--- config.mk ---
export PLATFORM = sky130hd
export DESIGN_NAME = read_arbiter_xbar
export DESIGN_NICKNAME = d
export VERILOG_FILES = /design/src/rtl/read_arbiter_xbar_pkg.sv /design/src/rtl/read_arbiter_xbar_rr_arbiter.sv /design/src/rtl/read_arbiter_xbar.sv
export SDC_FILE = /design/constraint.sdc
export NUM_CORES = 1
export LEC_CHECK = 0
export ABC_AREA = 1
export BUFFER_PORTS_ARGS = -buffer_cell sky130_fd_sc_hd__buf_4
export CORE_MARGIN = 2
export CORE_UTILIZATION = 44
export DETAILED_ROUTE_END_ITERATION = 6
export HOLD_SLACK_MARGIN = 0.05
export PLACE_DENSITY = 0.73
export SLEW_MARGIN = 40
export SYNTH_ARGS = -nofsm -noshare
export SYNTH_HDL_FRONTEND = slang
export SYNTH_SLANG_ARGS = --single-unit
--- constraint.sdc ---
create_clock -name clk -period 3.2 [get_ports clk]
set_input_delay 0.64 -clock clk [delete_from_list [all_inputs] [get_ports clk]]
set_output_delay 0.64 -clock clk [all_outputs]
set_load 0.05 [all_outputs]
--- src/rtl/read_arbiter_xbar_pkg.sv ---
// rtl/read_arbiter_xbar_pkg.sv - shared types and width helper for the read arbiter crossbar
package read_arbiter_xbar_pkg;

    typedef enum logic {
        SLV_IDLE = 1'b0,
        SLV_BUSY = 1'b1
    } slv_state_e;

    // Index width for n choices, never narrower than one bit
    function automatic int width_of(input int n);
        return (n <= 2) ? 1 : $clog2(n);
    endfunction

endpackage

--- src/rtl/read_arbiter_xbar_rr_arbiter.sv ---
// rtl/read_arbiter_xbar_rr_arbiter.sv - round-robin pick of one requester starting at a pointer
module rr_arbiter
    import read_arbiter_xbar_pkg::*;
#(
    parameter int M      = 4,
    parameter int MSEL_W = width_of(M)
) (
    input  logic [M-1:0]      req,
    input  logic [MSEL_W-1:0] ptr,
    output logic [M-1:0]      gnt
);

    logic              found;
    logic [MSEL_W-1:0] idx;

    // Walk upward from the pointer, wrapping, and grant the first requester seen
    always_comb begin
        gnt   = '0;
        found = 1'b0;
        idx   = '0;
        for (int k = 0; k < M; k++) begin
            idx = MSEL_W'((int'(ptr) + k) % M);
            if (!found && req[idx]) begin
                gnt[idx] = 1'b1;
                found    = 1'b1;
            end
        end
    end

endmodule

--- src/rtl/read_arbiter_xbar.sv ---
// rtl/read_arbiter_xbar.sv - M-master to S-slave read-address arbiter with outstanding limits
module read_arbiter_xbar
    import read_arbiter_xbar_pkg::*;
#(
    parameter int M                     = 4,
    parameter int S                     = 4,
    parameter int NUM_OUTSTANDING_TRANS = 4,
    parameter int ADDR_WIDTH            = 32,
    localparam int SEL_W  = width_of(S),
    localparam int MSEL_W = width_of(M),
    localparam int ID_W   = width_of(NUM_OUTSTANDING_TRANS),
    localparam int CNT_W  = $clog2(NUM_OUTSTANDING_TRANS + 1),
    localparam int XID_W  = MSEL_W + ID_W
) (
    input  logic                    clk,
    input  logic                    clr,
    input  logic [M-1:0]            AR_request_f,
    input  logic [M*ADDR_WIDTH-1:0] AR_addr_f,
    input  logic [M*ID_W-1:0]       AR_id_f,
    input  logic [S-1:0]            AR_ready_s,
    input  logic [M-1:0]            R_last_f,
    output logic [M-1:0]            AR_grant_f,
    output logic [M*SEL_W-1:0]      AR_sel_f,
    output logic [M-1:0]            AR_decerr_f,
    output logic [S-1:0]            AR_valid_s,
    output logic [S*MSEL_W-1:0]     AR_mst_s,
    output logic [S*XID_W-1:0]      AR_id_s
);

    logic              arm;
    logic [SEL_W-1:0]  dec [M];
    logic [M-1:0]      decerr;
    logic [M-1:0]      granted;
    logic [M-1:0]      accept_m;
    logic [CNT_W-1:0]  cnt [M];

    slv_state_e        state   [S];
    slv_state_e        state_n [S];
    logic [MSEL_W-1:0] owner   [S];
    logic [MSEL_W-1:0] owner_n [S];
    logic [MSEL_W-1:0] ptr     [S];
    logic [MSEL_W-1:0] ptr_n   [S];
    logic [ID_W-1:0]   id_q    [S];
    logic [ID_W-1:0]   id_n    [S];
    logic [M-1:0]      elig    [S];
    logic [M-1:0]      win     [S];
    logic [MSEL_W-1:0] win_idx [S];
    logic [S-1:0]      accept;

    // Only the top address bits select a slave; the rest pass through untouched
    logic addr_unused;
    assign addr_unused = ^AR_addr_f;

    // Decode each master's target slave and flag targets beyond the last slave
    always_comb begin
        for (int i = 0; i < M; i++) begin
            dec[i]    = AR_addr_f[i*ADDR_WIDTH + ADDR_WIDTH - 1 -: SEL_W];
            decerr[i] = AR_request_f[i] && (int'(dec[i]) >= S);
        end
    end

    assign AR_decerr_f = decerr;

    // Masters currently owning some slave; a master may hold at most one grant
    always_comb begin
        granted = '0;
        for (int s = 0; s < S; s++) begin
            if (state[s] == SLV_BUSY) begin
                granted[owner[s]] = 1'b1;
            end
        end
    end

    // Per-slave eligibility: requesting this slave, under its limit, not already granted
    always_comb begin
        for (int s = 0; s < S; s++) begin
            for (int i = 0; i < M; i++) begin
                elig[s][i] = arm && AR_request_f[i] && !decerr[i]
                           && (dec[i] == SEL_W'(s))
                           && (cnt[i] < CNT_W'(NUM_OUTSTANDING_TRANS))
                           && !granted[i];
            end
        end
    end

    for (genvar g = 0; g < S; g++) begin : g_arb
        rr_arbiter #(
            .M      (M),
            .MSEL_W (MSEL_W)
        ) u_arb (
            .req (elig[g]),
            .ptr (ptr[g]),
            .gnt (win[g])
        );
    end

    // Convert each one-hot winner into a master index
    always_comb begin
        for (int s = 0; s < S; s++) begin
            win_idx[s] = '0;
            for (int i = 0; i < M; i++) begin
                if (win[s][i]) begin
                    win_idx[s] = MSEL_W'(i);
                end
            end
        end
    end

    // Slave FSM next state: grant from IDLE, accept or abort from BUSY
    always_comb begin
        accept = '0;
        for (int s = 0; s < S; s++) begin
            state_n[s] = state[s];
            owner_n[s] = owner[s];
            ptr_n[s]   = ptr[s];
            id_n[s]    = id_q[s];
            case (state[s])
                SLV_IDLE: begin
                    if (|elig[s]) begin
                        state_n[s] = SLV_BUSY;
                        owner_n[s] = win_idx[s];
                        id_n[s]    = AR_id_f[win_idx[s]*ID_W +: ID_W];
                    end
                end
                SLV_BUSY: begin
                    if (AR_ready_s[s]) begin
                        accept[s]  = 1'b1;
                        state_n[s] = SLV_IDLE;
                        ptr_n[s]   = MSEL_W'((int'(owner[s]) + 1) % M);
                    end else if (!AR_request_f[owner[s]]) begin
                        state_n[s] = SLV_IDLE;
                    end
                end
                default: state_n[s] = SLV_IDLE;
            endcase
        end
    end

    // Slave FSM registers
    always_ff @(posedge clk or negedge clr) begin
        if (!clr) begin
            for (int s = 0; s < S; s++) begin
                state[s] <= SLV_IDLE;
                owner[s] <= '0;
                ptr[s]   <= '0;
                id_q[s]  <= '0;
            end
        end else begin
            for (int s = 0; s < S; s++) begin
                state[s] <= state_n[s];
                owner[s] <= owner_n[s];
                ptr[s]   <= ptr_n[s];
                id_q[s]  <= id_n[s];
            end
        end
    end

    // Route each slave accept back to the master that owned it
    always_comb begin
        accept_m = '0;
        for (int s = 0; s < S; s++) begin
            if (accept[s]) begin
                accept_m[owner[s]] = 1'b1;
            end
        end
    end

    // Outstanding counts: +1 on accept, -1 on last beat, both together cancel
    always_ff @(posedge clk or negedge clr) begin
        if (!clr) begin
            for (int i = 0; i < M; i++) begin
                cnt[i] <= '0;
            end
        end else begin
            for (int i = 0; i < M; i++) begin
                if (accept_m[i] && !(R_last_f[i] && cnt[i] != '0)) begin
                    cnt[i] <= cnt[i] + CNT_W'(1);
                end else if (!accept_m[i] && R_last_f[i] && cnt[i] != '0) begin
                    cnt[i] <= cnt[i] - CNT_W'(1);
                end
            end
        end
    end

    // Hold off arbitration for the first edge after reset release
    always_ff @(posedge clk or negedge clr) begin
        if (!clr) begin
            arm <= 1'b0;
        end else begin
            arm <= 1'b1;
        end
    end

    // Drive grants and slave-side address channel from the BUSY slaves
    always_comb begin
        AR_grant_f = '0;
        AR_sel_f   = '0;
        AR_valid_s = '0;
        AR_mst_s   = '0;
        AR_id_s    = '0;
        for (int s = 0; s < S; s++) begin
            if (state[s] == SLV_BUSY) begin
                AR_grant_f[owner[s]]                 = 1'b1;
                AR_sel_f[owner[s]*SEL_W +: SEL_W]    = SEL_W'(s);
                AR_valid_s[s]                        = 1'b1;
                AR_mst_s[s*MSEL_W +: MSEL_W]         = owner[s];
                AR_id_s[s*XID_W +: XID_W]            = {owner[s], id_q[s]};
            end
        end
    end

endmodule
==> tab_implementation.tex <==
\begin{tabular}{lr}
\hline
Metric & Value \\
\hline
\multicolumn{2}{l}{\textbf{Placement}} \\
\quad Port-buffer cells & 69 \\
\quad Number of instances in the placed design & 934 \\
\quad Post-detail-place hpwl & 10300 µm \\
\quad Final GP Congestion & 0.959 \\
\multicolumn{2}{l}{\textbf{Global routing}} \\
\quad Largest net degree at the start of global routing & 42 \\
\quad Global routing usage summed across all routing layers & 0.228 \\
\quad Final global-route overflow total & 0 \\
\quad Wire length of the first global-routing pass & 21800 µm \\
\quad Vias in the first global route & 4580 \\
\quad Initial antenna violation count & 0 \\
\multicolumn{2}{l}{\textbf{Clock tree}} \\
\quad Clk\_lat worst skew & 0.30 ns \\
\quad TritonCTS clock tree & built \\
\quad Number of setup buffers added after CTS & 0 \\
\quad Hold buffer count at cts & 0 \\
\quad CTS Root Cell & sky130\_fd\_sc\_hd\_\_clkbuf\_8 \\
\quad Post-CTS clock slew at the launch and capture registers of the worst setup and hold paths & 0.08 ns \\
\quad Number of buffers on the longest clock path & 2 \\
\quad Quantity of gates resized following cts & 0 \\
\quad Number of buffers created by CTS & 5 \\
\quad H-tree levels & 2 \\
\quad Sinks on Clock Net & 41 \\
\multicolumn{2}{l}{\textbf{Yosys}} \\
\quad Area share of the largest cell type after synthesis & 0.208 \\
\quad Flip-flop and latch count after synthesis & 41 \\
\quad Most common flop cell mapped by yosys & sky130\_fd\_sc\_hd\_\_dfrtp\_1 \\
\quad Sequential-to-total area share from yosys stat & 0.208 \\
\quad Dominant cell type by area after synthesis & sky130\_fd\_sc\_hd\_\_dfrtp\_1 \\
\quad Main area contributors after synthesis & sky130\_fd\_sc\_hd\_\_dfrtp\_1 21\%, sky130\_fd\_sc\_hd\_\_nand2\_1 17\%, sky130\_fd\_sc\_hd\_\_ha\_1 12\%, sky130\_fd\_sc\_hd\_\_nand3\_1 8.6\%, sky130\_fd\_sc\_hd\_\_inv\_1 7.4\% \\
\quad Average footprint of a synthesized cell & 6.69 µm² \\
\quad Async set-or-reset flop fraction in the synthesized netlist & 1.00 \\
\quad Count of warnings emitted by yosys & 0 \\
\quad Instance count of the mapped netlist & 739 \\
\quad Count of unique library cells instantiated by Yosys & 37 \\
\quad Post-synthesis instance area & 4940 µm² \\
\quad Count of flip-flops with a built-in enable after synthesis & 0 \\
\multicolumn{2}{l}{\textbf{Pwr}} \\
\quad Worst ir drop on vdd & 0.550 mV \\
\quad Leakage power figure & 3.22 nW \\
\quad Net switching power & 0.00280 W \\
\quad Portion of total power attributed to sequential cells & 0.234 \\
\quad Cell Pwr Density & 877 nW/µm² \\
\quad Clock network fraction of total power & 0.091 \\
\quad Internal portion of total power & 0.00212 W \\
\quad Fraction of power consumed by combinational cells & 0.675 \\
\quad Net Sw Frac & 0.569 \\
\multicolumn{2}{l}{\textbf{Final layout}} \\
\quad Share of final-layout standard cells stronger than drive strength 1 & 0.209 \\
\quad Area added between synthesis and finish & 13.7\% \\
\quad Leading cell type in the layout, fill and taps excluded & sky130\_fd\_sc\_hd\_\_nand2\_1 \\
\quad \# diodes & 0 \\
\quad Post-route non-filler standard cell count & 942 \\
\quad Final-stage net count & 1002 \\
\quad Commonest cells after routing, fill and taps aside & 225 x sky130\_fd\_sc\_hd\_\_nand2\_1, 97 x sky130\_fd\_sc\_hd\_\_inv\_1, 85 x sky130\_fd\_sc\_hd\_\_nand3\_1 \\
\multicolumn{2}{l}{\textbf{Routing}} \\
\quad Via density per instance & 5.07 \\
\quad TritonRoute pass-1 iters & 5 \\
\quad Via Count & 4776 \\
\quad Total Routed Length & 12900 µm \\
\quad Number of nets with antenna violations after detailed routing & 0 \\
\quad Iteration-0 DRC Markers & 249 \\
\quad Post-detailed-route wirelength per cell & 13.6 µm \\
\quad Post-route DRC & 0 \\
\multicolumn{2}{l}{\textbf{STA}} \\
\quad Remaining max-slew budget at the tightest pin & 0.608 \\
\quad Share of the clock period used by the worst path & 0.884 \\
\quad Clock period minus final worst setup slack & 2.83 ns \\
\quad Achievable clock frequency & 353 MHz \\
\quad Setup violation total in the final timing report & 0 \\
\quad Fin. Hold Viols & 0 \\
\quad Sum of negative setup slack & 0 ns \\
\quad Pin slew with the least headroom to its limit & 0.588 ns \\
\quad Setup repair after global routing missed its margin & false \\
\quad Final-report max-slew violation count & 0 \\
\quad Setup skew after layout & 0.00910 ns \\
\multicolumn{2}{l}{\textbf{Hold path}} \\
\quad Hold WC Path Type & primary input to async pin \\
\multicolumn{2}{l}{\textbf{Floorplanning}} \\
\quad DIE WIDTH & 110 µm \\
\quad Floorplan die height & 110 µm \\
\quad Core footprint & 10900 µm² \\
\quad Boundary Pins & 194 \\
\quad Rows & 38 \\
\quad Total Die Area & 12100 µm² \\
\quad Effective utilization at floorplan & 0.454 \\
\multicolumn{2}{l}{\textbf{Worst setup path}} \\
\quad Maximum fanout along the worst path & 13 \\
\quad Required time at the worst-slack endpoint & 3.39 ns \\
\quad Kind of launch point of the worst setup path & flop \\
\quad Startpoint-to-endpoint class of the critical path & flop to flop \\
\quad Arr. time, crit path & 3.02 ns \\
\quad Worst setup EP type & flop \\
\multicolumn{2}{l}{\textbf{Job}} \\
\quad Total of max-cap violations & 0 \\
\multicolumn{2}{l}{\textbf{Outcome}} \\
\quad Run status & completed \\
\hline
\end{tabular}
[layer usage]
layer  share of wire  wire length (µm)  global-route usage
met5               0                 0                   0
met4           0.012               148              0.0506
met3           0.048               623              0.0241
met2            0.46              5930               0.387
met1            0.48              6160               0.311
[cell usage after synthesis (2+ instances only)]
| master | n |
|---|---|
| sky130_fd_sc_hd__inv_2 | 7 |
| sky130_fd_sc_hd__o21ai_0 | 34 |
| sky130_fd_sc_hd__nand3_1 | 85 |
| sky130_fd_sc_hd__a21oi_2 | 5 |
| sky130_fd_sc_hd__nand3_2 | 16 |
| sky130_fd_sc_hd__mux2_2 | 4 |
| sky130_fd_sc_hd__nand2_2 | 20 |
| sky130_fd_sc_hd__nor2_1 | 44 |
| sky130_fd_sc_hd__fa_1 | 4 |
| sky130_fd_sc_hd__buf_2 | 2 |
| sky130_fd_sc_hd__xor2_1 | 8 |
| sky130_fd_sc_hd__a32o_1 | 4 |
| sky130_fd_sc_hd__a31oi_1 | 2 |
| sky130_fd_sc_hd__o21ai_1 | 3 |
| sky130_fd_sc_hd__clkbuf_1 | 2 |
| sky130_fd_sc_hd__inv_1 | 97 |
| sky130_fd_sc_hd__nand4_1 | 7 |
| sky130_fd_sc_hd__conb_1 | 2 |
| sky130_fd_sc_hd__ha_1 | 47 |
| sky130_fd_sc_hd__nor2_2 | 6 |
| sky130_fd_sc_hd__o31ai_1 | 4 |
| sky130_fd_sc_hd__nand2_1 | 225 |
| sky130_fd_sc_hd__a22o_1 | 2 |
| sky130_fd_sc_hd__a21oi_1 | 12 |
| sky130_fd_sc_hd__buf_6 | 8 |
| sky130_fd_sc_hd__a221oi_1 | 3 |
| sky130_fd_sc_hd__dfrtp_1 | 41 |
| sky130_fd_sc_hd__nand2_4 | 6 |
| sky130_fd_sc_hd__nor2_4 | 10 |
| sky130_fd_sc_hd__nor3_2 | 8 |
| sky130_fd_sc_hd__buf_4 | 12 |
| sky130_fd_sc_hd__clkinv_1 | 2 |
| sky130_fd_sc_hd__and2_1 | 3 |
[cell type report]
cell class,count,area [µm²]
sequential,41,1030
fill,1133,5270
multi-input combinational,570,3330
clock buffer,7,86.3
inverter,107,404
timing repair buffer,76,571
tap,140,175
clock inverter,1,30.0
[power by group through the flow]
stage	sequential (W)	combinational [W]	clock [W]
2_1_floorplan	0.00108	0.00258	0
3_3_place_gp	0.00115	0.00327	0
3_5_place_dp	0.00116	0.00331	0
4_1_cts	0.00115	0.00333	0.000462
5_1_grt	0.00120	0.00376	0.000485
6_report	0.00115	0.00332	0.000450
[worst paths after layout]
check                         start       to  slack [ns]  depth (start not counted)
setup reg to reg           owner[3]  id_q[1]        0.37                         20
hold reg to reg             id_q[7]  id_q[7]        0.50                          2
hold / removal                  clr   cnt[6]        0.32                          1
setup / recovery           owner[3]  id_q[1]        0.37                         20
min in group clk            id_q[7]  id_q[7]        0.50                          2
max in group asynchronous       clr   cnt[5]        2.47                          1
[critical path, cell delays in order, from the launching register on]
cell and delay [ns]:
sky130_fd_sc_hd__dfrtp_1 0.52, sky130_fd_sc_hd__inv_1 0.13, sky130_fd_sc_hd__ha_1 0.21, sky130_fd_sc_hd__nand2_1 0.13, sky130_fd_sc_hd__nand2_4 0.08, sky130_fd_sc_hd__nor2_4 0.31
sky130_fd_sc_hd__nand3_1 0.17, sky130_fd_sc_hd__nand2_1 0.12, sky130_fd_sc_hd__nand2_1 0.07, sky130_fd_sc_hd__nand2_2 0.11, sky130_fd_sc_hd__nor2_1 0.09, sky130_fd_sc_hd__nand3_2 0.09
sky130_fd_sc_hd__inv_2 0.04, sky130_fd_sc_hd__nor2_2 0.15, sky130_fd_sc_hd__nand2_1 0.08, sky130_fd_sc_hd__nand2_2 0.11, sky130_fd_sc_hd__nand2_1 0.07, sky130_fd_sc_hd__nand2_1 0.06
sky130_fd_sc_hd__nand2_1 0.05, sky130_fd_sc_hd__nand2_1 0.06, sky130_fd_sc_hd__nand2_1 0.06
[flip-flops by register name (all words and copies together), names as in the netlist]
signal,count
ptr,8
owner,8
state,4
arm,1
cnt,12
id_q,8
[stage by stage]
stage / utilization / hold WS (ns) / worst slack, ns / area [µm²] / total power, W
3_3_place_gp: 0.505 / 0.469 / 0.472 / 5500 / 0.00443
3_5_place_dp: 0.505 / 0.481 / 0.432 / 5500 / 0.00447
4_1_cts: 0.516 / 0.350 / 0.403 / 5620 / 0.00494
2_1_floorplan: - / 0.344 / 0.782 / 4950 / 0.00367
6_report: 0.516 / 0.320 / 0.370 / 5620 / 0.00493
5_1_grt: 0.516 / 0.367 / 0.0525 / 5620 / 0.00545
[cells by family after synthesis]
group,share of synthesized area
mux,0.00911
xor+xnor,0.0142
other cells,0.00152
fa+ha+maj,0.135
compound gates,0.0858
simple gates,0.425
buf+inv,0.122
flops,0.208
No activity file was read; power rests on OpenSTA's default activity.
